## src/rtl/aes256_axi_rdout.sv

```systemverilog
// aes256_axi_rdout
//   Buffers 128-bit AES result blocks from the device in a small circular
//   buffer and unpacks the head entry into four 32-bit words for the AXI
//   read path, most significant word first.
// Ports:
//   S_AXI_ACLK     in   clock, rising edge
//   S_AXI_ARESETN  in   asynchronous active-low reset
//   outp_device    in   [127:0] result block from the device
//   ctrl_dataOut   in   one-cycle valid strobe for outp_device
//   soft_clr       in   synchronous flush of all control state
//   rd_pop         in   one-cycle strobe: AXI consumed the current word
//   rd_data        out  [31:0] current word (0 when empty)
//   rd_valid       out  buffer holds at least one entry
//   status         out  [0] empty [1] full [2] overflow [3] underflow
//                       [5:4] word index [15:8] level [31:16] zero
//   irq_done       out  one-cycle pulse after an entry is fully read out
module aes256_axi_rdout #(
   parameter int DEPTH = 4
) (
   input  logic         S_AXI_ACLK,
   input  logic         S_AXI_ARESETN,
   input  logic [127:0] outp_device,
   input  logic         ctrl_dataOut,
   input  logic         soft_clr,
   input  logic         rd_pop,
   output logic [31:0]  rd_data,
   output logic         rd_valid,
   output logic [31:0]  status,
   output logic         irq_done
);

   localparam int AW = (DEPTH > 1) ? $clog2(DEPTH) : 1;
   localparam int LW = AW + 1;
   localparam logic [AW-1:0] P_PTR_ONE = AW'(1);
   localparam logic [LW-1:0] P_LVL_ONE = LW'(1);
   localparam logic [LW-1:0] P_FULL    = LW'(DEPTH);

   typedef enum logic [1:0] {W0 = 2'd0, W1 = 2'd1, W2 = 2'd2, W3 = 2'd3} widx_t;

   logic [127:0]  r_mem [DEPTH];
   logic [AW-1:0] r_wptr;
   logic [AW-1:0] r_rptr;
   logic [LW-1:0] r_level;
   widx_t         r_widx;
   logic          r_ovf;
   logic          r_udf;
   logic          r_irq;

   widx_t         w_widx_nxt;
   logic [LW-1:0] w_level_nxt;
   logic          w_valid;
   logic          w_full;
   logic          w_pop_ok;
   logic          w_retire;
   logic          w_push_ok;
   logic [127:0]  w_head;

   assign w_valid  = (r_level != '0);
   assign w_full   = (r_level == P_FULL);
   assign w_pop_ok = rd_pop & w_valid;
   // The last word of the head entry is leaving, which frees a slot this cycle.
   assign w_retire = w_pop_ok & (r_widx == W3);
   // A push into a full buffer is still taken when the same cycle retires an entry.
   assign w_push_ok = ctrl_dataOut & (~w_full | w_retire);
   assign w_head    = r_mem[r_rptr];

   // Word-index state register.
   always_ff @(posedge S_AXI_ACLK or negedge S_AXI_ARESETN) begin
      if (!S_AXI_ARESETN) begin
         r_widx <= W0;
      end else begin
         r_widx <= w_widx_nxt;
      end
   end

   // Word-index next state: advance on each accepted pop, flush to W0.
   always_comb begin
      w_widx_nxt = r_widx;
      if (soft_clr) begin
         w_widx_nxt = W0;
      end else if (w_pop_ok) begin
         case (r_widx)
            W0:      w_widx_nxt = W1;
            W1:      w_widx_nxt = W2;
            W2:      w_widx_nxt = W3;
            W3:      w_widx_nxt = W0;
            default: w_widx_nxt = W0;
         endcase
      end else begin
         w_widx_nxt = r_widx;
      end
   end

   // Level next value from accepted push and retiring pop.
   always_comb begin
      w_level_nxt = r_level;
      case ({w_push_ok, w_retire})
         2'b10:   w_level_nxt = r_level + P_LVL_ONE;
         2'b01:   w_level_nxt = r_level - P_LVL_ONE;
         default: w_level_nxt = r_level;
      endcase
   end

   // Control state: pointers, level, sticky flags and completion pulse.
   always_ff @(posedge S_AXI_ACLK or negedge S_AXI_ARESETN) begin
      if (!S_AXI_ARESETN) begin
         r_wptr  <= '0;
         r_rptr  <= '0;
         r_level <= '0;
         r_ovf   <= 1'b0;
         r_udf   <= 1'b0;
         r_irq   <= 1'b0;
      end else if (soft_clr) begin
         r_wptr  <= '0;
         r_rptr  <= '0;
         r_level <= '0;
         r_ovf   <= 1'b0;
         r_udf   <= 1'b0;
         r_irq   <= 1'b0;
      end else begin
         if (w_push_ok) begin
            r_wptr <= r_wptr + P_PTR_ONE;
         end
         if (w_retire) begin
            r_rptr <= r_rptr + P_PTR_ONE;
         end
         r_level <= w_level_nxt;
         if (ctrl_dataOut && !w_push_ok) begin
            r_ovf <= 1'b1;
         end
         if (rd_pop && !w_valid) begin
            r_udf <= 1'b1;
         end
         r_irq <= w_retire;
      end
   end

   // Entry storage; contents are never cleared, only the pointers are.
   always_ff @(posedge S_AXI_ACLK) begin
      if (w_push_ok && !soft_clr) begin
         r_mem[r_wptr] <= outp_device;
      end
   end

   // Select the current 32-bit word of the head entry.
   always_comb begin
      rd_data = 32'h0;
      if (w_valid) begin
         case (r_widx)
            W0:      rd_data = w_head[127:96];
            W1:      rd_data = w_head[95:64];
            W2:      rd_data = w_head[63:32];
            W3:      rd_data = w_head[31:0];
            default: rd_data = 32'h0;
         endcase
      end else begin
         rd_data = 32'h0;
      end
   end

   assign rd_valid = w_valid;
   assign irq_done = r_irq;
   assign status   = {16'h0, {(8-LW){1'b0}}, r_level, 2'b00, r_widx,
                      r_udf, r_ovf, w_full, ~w_valid};

endmodule

```

## config.mk

```make
export PLATFORM = sky130hd
export DESIGN_NAME = aes256_axi_rdout
export DESIGN_NICKNAME = d
export VERILOG_FILES = /design/src/rtl/aes256_axi_rdout.sv
export SDC_FILE = /design/constraint.sdc
export NUM_CORES = 1
export LEC_CHECK = 0
export CAP_MARGIN = 15
export CORE_UTILIZATION = 50
export DETAILED_ROUTE_END_ITERATION = 7
export PLACE_DENSITY = 0.71
export SLEW_MARGIN = 20
export SYNTH_ARGS = -nofsm -noshare
export SYNTH_HDL_FRONTEND = slang
export SYNTH_SLANG_ARGS = --single-unit
```

## constraint.sdc

```tcl
create_clock -name S_AXI_ACLK -period 5.8 [get_ports S_AXI_ACLK]
set_input_delay 1.45 -clock S_AXI_ACLK [delete_from_list [all_inputs] [get_ports S_AXI_ACLK]]
set_output_delay 1.45 -clock S_AXI_ACLK [all_outputs]
set_load 0.01 [all_outputs]
```

**Yosys cells after proc, flatten, opt, wreduce, memory -nomap -nowiden**

Memories as Yosys holds them, arrays and structs flattened.
Cells that the tools add are included.
Widths: inputs -> output; s select.

- Bits in registers: 12
- Input bits: 133
- Output and inout bits: 66
- RAM bits: 512
- Memories kept: 1
- Logic and storage cells: 56

Memory list:

| memory | words | bits a word | read ports | clocked after memory_dff | wr ports | line | text |
|---|---|---|---|---|---|---|---|
| r_mem | 4 | 128 | 1 | 0 | 1 | 40 | `logic [127:0] r_mem [DEPTH];` |

- Bitwise operators: 6
- Reductions and logical operators: 14
- Add/subtract/negate cells: 4
- Multiplexer cells: 18
- Equality and inequality tests: 6

Operators by type and width:

| kind | number |
|---|---|
| $pmux 32 s4 | 1 |
| $mux 32 | 1 |
| $mux 2 | 6 |
| $reduce_bool 2->1 | 5 |
| $pmux 2 s4 | 1 |
| $mux 1 | 7 |
| $eq 2x2->1 const B | 3 |
| $pmux 3 s2 | 1 |
| $reduce_bool 3->1 | 2 |
| $add 2x1->2 const B | 2 |
| $eq 2x1->1 const B | 2 |
| $add 3x1->3 const B | 1 |
| $and 1x1->1 | 3 |
| $eq 3x3->1 const B | 1 |
| $logic_and 1x1->1 | 3 |
| $logic_not 1->1 | 3 |
| $mux 3 | 1 |
| $sub 3x1->3 const B | 1 |
| $logic_not 2->1 | 1 |
| $not 1->1 | 2 |
| $or 1x1->1 | 1 |

**Longest topological paths before layout**

Gate-level depths: netlist of run 1.

- Depth in word-level cells: 9
- Depth in mapped cells: 8
- Mapped depth without buffers: 7

**Worst setup path after synthesis of run 1**

No wires, ideal clock.

- Kind: input to register
- Start point: in ctrl_dataOut
- End point: mem r_mem[0][0] (enable)
- Stages: 5
- Path buffers: 1
- Arrival time: 5.092 ns
- Setup slack: 0.205 ns
- Cells stage by stage: clkbuf_1 -> inv_1 -> a31o_2 -> nor2_1 -> and2_1

- Longest elaborated chain between the ends: 4

Ends and longest elaborated chain:

| item | line | text |
|---|---|---|
| start: declaration | 23 | `input logic ctrl_dataOut,` |
| $and 1x1->1 | 64 | `assign w_push_ok = ctrl_dataOut & (~w_full \| w_retire);` |
| $logic_and 1x1->1 | 140 | `if (w_push_ok && !soft_clr) begin` |
| $mux 1 | 140 |  |
| $mux 1 (implied by the code) | 141 | `r_mem[r_wptr] <= outp_device;` |
| end: declaration | 40 |  |

No other way between the ends.

**Final worst setup path of run 1**

- Start point: reg r_rptr[1]
- End point: out rd_data[21]

- Longest elaborated chain between the ends: 3

Ends and longest elaborated chain:

| item | line | text |
|---|---|---|
| start: declaration | 42 | `logic [AW-1:0] r_rptr;` |
| start signal: assignment | 125 | `r_rptr <= r_rptr + P_PTR_ONE;` |
| $mem_v2 4x128 | -- |  |
| $pmux 32 s4 | 149 | `case (r_widx)` |
| $mux 32 | 148 | `if (w_valid) begin` |
| end: declaration | 26 | `output logic [31:0] rd_data,` |

No other way between the ends.

==> impl_metrics.tcl, run 1 <==
set metrics [dict create \
    outcome "finished, final reports clean" \
    hold_viol 0 \
    fill_cells 2811 \
    drc 0 \
    crit_start "r_rptr[1]" \
    io_pins 199 \
    grt_usage_pct 22.2 \
    start_kind "flop" \
    clock_path_buffers 3 \
    holdCritStartpoint "r_ovf" \
    htreeDepth 2 \
    drive_gt1_share_pct 15.3 \
    ys.flop_type "edfxtp_1" \
    synth_common_cells "edfxtp_1, mux2i_1, mux4_2" \
    cp_max_fo 48 \
    p_leak_nw 7.41 \
    synth_top_cell_by_area "edfxtp_1" \
    max_freq_mhz 191 \
    clock_latency_ps 580 \
    die-area_um2 41500 \
    placed_cells_incl_taps 1689 \
    yosysMostFrequentCell "edfxtp_1" \
    slew_violations 0 \
    final_antenna_net_count 0 \
    fin_area_um2 24100 \
    finalCritPeriodShare_pct 90.2 \
    dieHeight_um 204 \
    synthCells 1036 \
    peakVddDrop_uv 222 \
    skew_ps 11.2 \
    avgSynthCellArea_um2 19.7 \
    drt_iter0_markers 918 \
    grt_pass1_wl_um 67700 \
    synth-seq-area-share_pct 77.0 \
    worstMarginPinSlew_ps 1110 \
    postLayoutCoreUtil_pct 60.4 \
    cts_tree "built" \
    crit_buf_inv 1 \
    required_ps 4350 \
    slowest_delay_ps 930 \
    grt_max_degree 79 \
    tns_ps 0 \
    place.port_buffers 175 \
    synth_area_leaders "edfxtp_1, mux4_2, mux2i_1, mux2_2, dfrtp_1" \
    ctsResizeCount 0 \
    cellPowerDensity_nw_per_um2 364 \
    async_reset_ff_share_pct 2.29 \
    root_buffer "clkbuf_16" \
    crit_type "reg -> out" \
    synth_edf_count 512 \
    cts.clk_slew.worst_paths_ps 60 \
    dieWidth_um 204 \
    vias 10500 \
    routabilityCongestion 0.777 \
    placeableCoreArea_um2 39900 \
    syn_to_final_growth_pct 18.3 \
    setup_violations 0 \
    cp.arrival_ps 3780 \
    crit_family "flip-flops" \
    antenna_found_initial 5 \
    synth_top_area_share_pct 75.5 \
    clkSinkCount 524 \
    routedWlPerCell_um 25.4 \
    rr_startpoint "r_widx[0]" \
    worst_hold_slack_ps 494 \
    slew_headroom_pct 26.1 \
    postCtsSetupBuffers 0 \
    min_path_type "reg -> reg" \
    synth_seq_cells 524 \
    grt_remaining_overflow 0 \
    place_area_um2 22600 \
    place_ws_ps 1160 \
    fin_ws_ps 571 \
    initial_utilization_pct 51.0 \
    cp_slowest_cell "dfrtp_4" \
    cts_made_buffers 51 \
    maxCapViolations 0 \
    hpwl_um 26200 \
    grt_setup_unrepaired "no" \
    yosys_warnings 0 \
    final_cells 1777 \
    grt_pass1_vias 10600 \
    crit_chain "nand2b_2 -> o22ai_1 -> a211oi_1 -> a31oi_1 -> clkdlybuf4s50_1" \
    dr.pass1.iters 4 \
    vias_per_cell 5.92 \
    hold_buffers 0 \
    post-route-min-period_ps 5230 \
    ys_types 46 \
    synthesis.area_um2 20400 \
    std_cell_rows 73 \
    setup.worst_path.end_class "output port" \
    wirelength_um 45200 \
    fin_nets 1359 \
    power_mw 8.77 \
]
## power breakdown
group	internal [mW]	switching, mW	leakage (nW)
sequential	4.33	0.0497	4.81
combinational	0.539	0.749	1.86
clock	1.78	1.31	0.744
total	6.65	2.11	7.41
## worst register-to-register path: stages, from the launching register on
cell and delay (ps):
dfrtp_1 450, ha_1 320, nand2_1 210, a31o_2 330, nor2_1 200, and2_4 640
buf_4 530
## layout make-up
cell class | count | area (um2) | share of cell area (%)
diodes | 1 | 2.50 | 0.0104
clock inverters | 21 | 160 | 0.665
inverters | 7 | 26.3 | 0.109
flip-flops and latches | 524 | 15700 | 65.1
repair buffers | 196 | 1980 | 8.23
multi-input cells | 437 | 4210 | 17.5
well taps | 525 | 657 | 2.73
clock buffers | 66 | 1380 | 5.71
## cell usage in the layout (no fill, tap or decap), types with 6 or more instances in the layout
cell type,instances
edfxtp_1,512
clkdlybuf4s50_1,175
mux2i_1,66
mux4_2,64
clkbuf_16,53
o21ai_0,34
a31oi_1,34
nand2_1,33
a211oi_1,31
mux2_2,31
a32oi_1,31
o22ai_1,30
conb_1,23
clkinv_1,16
buf_4,15
nor2_1,13
clkbuf_1,13
dfrtp_1,10
inv_1,7
buf_12,6
## registers in the layout, indices dropped and copies added (netlist names)
| name | flops |
|---|---|
| r_level | 3 |
| irq_done | 1 |
| r_wptr | 2 |
| r_udf | 1 |
| r_mem | 512 |
| r_rptr | 2 |
| r_widx | 2 |
| r_ovf | 1 |
## path summary, 6_finish.rpt
check / slack (ps) / cells after the start / end
setup / recovery: 570 / 5 / rd_data[21]
hold / removal: 490 / 2 / r_ovf
setup reg to reg: 2760 / 6 / r_mem[0][47]
hold reg to reg: 490 / 2 / r_ovf
max in group asynchronous: 4090 / 1 / r_rptr[1]
min in group asynchronous: 1250 / 1 / r_level[1]
## cells by family (layout without fill, tap and decap cells)
kind of cell / after synthesis / in the layout / share of synthesized area [%]
AO/OA/AOI/OAI: 172 / 172 / 5.70
AND/OR/NAND/NOR: 67 / 67 / 1.57
other: 1 / 24 / 0.0184
XOR/XNOR: 3 / 3 / 0.129
multiplexers: 163 / 163 / 12.1
buffers and inverters: 97 / 290 / 2.88
flip-flops: 524 / 524 / 77.0
adder cells (fa/ha/maj): 9 / 9 / 0.590
## per-layer routing
layer	track usage (%)	vias up	share of wire, %
li1	-	4573	-
met1	32.3	5472	43
met5	0	-	0.12
met4	5.88	8	1.8
met3	4.67	74	6.9
met2	34.4	389	48
Note: power is estimated with default switching activity, not from simulation.
==> run 2, diff against run 1 <==
ABC_AREA = 1   (was not set)
==> impl_metrics.tcl, run 2 <==
set metrics [dict create \
    crit_chain "inv_6 -> buf_4 -> nor2_1 -> o21ai_1 -> nand2_1 -> nand2_1 -> nand2_1 -> nor2_1 -> nor2_1 -> clkdlybuf4s50_1" \
    root_buffer "clkbuf_16" \
    hold_buffers 0 \
    clock_path_buffers 3 \
    ys_types 23 \
    largest_register_ffs 512 \
    routedWlPerCell_um 21.4 \
    clock_latency_ps 590 \
    slew_headroom_pct 30.4 \
    synth_seq_cells 524 \
    synth_top_area_share_pct 71.8 \
    cp_max_fo 85 \
    clkSinkCount 524 \
    yosysMostFrequentCell "edfxtp_1" \
    start_kind "flop" \
    cts_made_buffers 52 \
    final_common_cell "edfxtp_1" \
    place_ws_ps 1440 \
    fin_area_um2 25400 \
    dieWidth_um 209 \
    ctsResizeCount 0 \
    drt_iter0_markers 1729 \
    skew_ps 16.2 \
    synth_top_cell_by_area "edfxtp_1" \
    routabilityCongestion 0.837 \
    grt_pass1_wl_um 81800 \
    peakVddDrop_uv 229 \
    final_antenna_net_count 0 \
    synth-seq-area-share_pct 73.2 \
    async_reset_ff_share_pct 2.29 \
    drc 0 \
    cellPowerDensity_nw_per_um2 339 \
    initial_utilization_pct 50.8 \
    die-area_um2 43700 \
    setup_violations 0 \
    placeableCoreArea_um2 42100 \
    cp_slowest_cell "dfrtp_4" \
    reg_top3 "r_mem x512, r_level x3" \
    max_freq_mhz 199 \
    min_path_type "reg -> reg" \
    synthesis.area_um2 21400 \
    drive_gt1_share_pct 5.79 \
    final_cells 2563 \
    wirelength_um 54900 \
    crit_type "reg -> out" \
    grt_usage_pct 25.3 \
    postCtsSetupBuffers 0 \
    hpwl_um 34700 \
    postLayoutCoreUtil_pct 60.2 \
    crit_buf_inv 3 \
    fin_nets 2120 \
    placed_cells_incl_taps 2463 \
    place.port_buffers 175 \
    synth_edf_count 512 \
    ys.flop_type "edfxtp_1" \
    grt_setup_unrepaired "no" \
    grt_max_degree 86 \
    io_pins 199 \
    htreeDepth 2 \
    crit_family "buffers and inverters" \
    vias 14100 \
    required_ps 4350 \
    worstMarginPinSlew_ps 1040 \
    dr.pass1.iters 5 \
    std_cell_rows 75 \
    finalCritPeriodShare_pct 86.7 \
    maxCapViolations 0 \
    post-route-min-period_ps 5030 \
    worst_hold_slack_ps 521 \
    vias_per_cell 5.52 \
    synth_common_cells "edfxtp_1, nand2_1, nor2_1, o21ai_0, nand3_1" \
    grt_pass1_vias 13500 \
    cp.arrival_ps 3580 \
    final_cell_mix "edfxtp_1, nand2_1, nor2_1" \
    avgSynthCellArea_um2 11.7 \
    grt_remaining_overflow 0 \
    yosys_warnings 0 \
    synth_area_leaders "edfxtp_1, nand2_1, nor2_1, o21ai_0, nand3_1" \
    synthCells 1824 \
    slew_violations 0 \
    cts.clk_slew.worst_paths_ps 60 \
    p_leak_nw 9.13 \
    top_register "r_mem" \
    antenna_found_initial 2 \
    cts_tree "built" \
    outcome "finished, final reports clean" \
    fin_ws_ps 772 \
    dieHeight_um 209 \
    slowest_delay_ps 630 \
    syn_to_final_growth_pct 18.4 \
    hold_viol 0 \
    setup.worst_path.end_class "output port" \
    place_area_um2 23600 \
]
run 2: changes by cell type after synthesis, moves of 34 or more:
cell | previous run | this run
o21ai_0 | 34 | 205
o21ai_1 | 0 | 56
nand2_1 | 34 | 432
nand3_1 | 2 | 105
mux2i_1 | 66 | 0
nor2_1 | 13 | 332
mux4_2 | 64 | 0
a31oi_1 | 34 | 0
run 2: metal layers:
| layer | vias up | GRT usage (%) | part of all wire, % |
|---|---|---|---|
| met5 | - | 0 | 0.024 |
| met4 | 2 | 11.8 | 4.5 |
| met3 | 107 | 4.30 | 8.6 |
| met2 | 644 | 39.0 | 46 |
| met1 | 6808 | 35.2 | 41 |
| li1 | 6575 | - | - |
run 2: cell type report:
type | count | area (um2)
diodes | 3 | 7.51
flip-flops and latches | 524 | 15700
repair buffers | 209 | 2190
fillers | 3265 | 16800
clock inverters | 28 | 344
clock buffers | 69 | 1390
well taps | 539 | 674
multi-input cells | 1170 | 4990
inverters | 21 | 88.8
run 2: cells by family (layout without fill, tap and decap cells):
group,after synthesis,count (layout),share of synthesized area (%)
AO/OA/AOI/OAI,265,265,6.21
XOR/XNOR,1,1,0.0409
adder cells (fa/ha/maj),9,9,0.561
buffers and inverters,152,327,4.08
flip-flops,524,524,73.2
other,1,26,0.0175
AND/OR/NAND/NOR,872,872,15.9
run 2: worst reg2reg max path: stages (launching register included):
cell and delay, ps:
dfrtp_1 430, ha_2 830, nand3_1 350, nand2_1 210
nand3_1 350, nor2_4 720, buf_12 420
run 2: stage by stage:
| stage | TNS [ps] | total power, mW |
|---|---|---|
| 2_1_floorplan | -1019770 | 4.79 |
| 3_3_place_gp | 0 | 5.25 |
| 3_5_place_dp | 0 | 5.26 |
| 4_1_cts | 0 | 8.64 |
| 5_1_grt | 0 | 8.85 |
| 6_report | 0 | 8.61 |
run 2: where the power goes:
group          switching, mW  total (mW)  internal (mW)
Sequential            0.0313        4.32           4.28
Combinational          0.535       0.870          0.336
Clock                   1.38        3.42           2.04
run 2: worst paths after layout:
| kind | cells past startpoint | slack, ps | start | to |
|---|---|---|---|---|
| worst min-delay path | 1 | 520 | r_ovf | r_ovf |
| max in group asynchronous | 1 | 3890 | S_AXI_ARESETN | r_rptr[1] |
| worst max register to register | 6 | 2110 | r_widx[0] | r_mem[3][98] |
| min in group asynchronous | 1 | 1320 | S_AXI_ARESETN | r_wptr[1] |
| worst max-delay path | 10 | 770 | r_rptr[1] | rd_data[26] |
| worst min register to register | 1 | 520 | r_ovf | r_ovf |
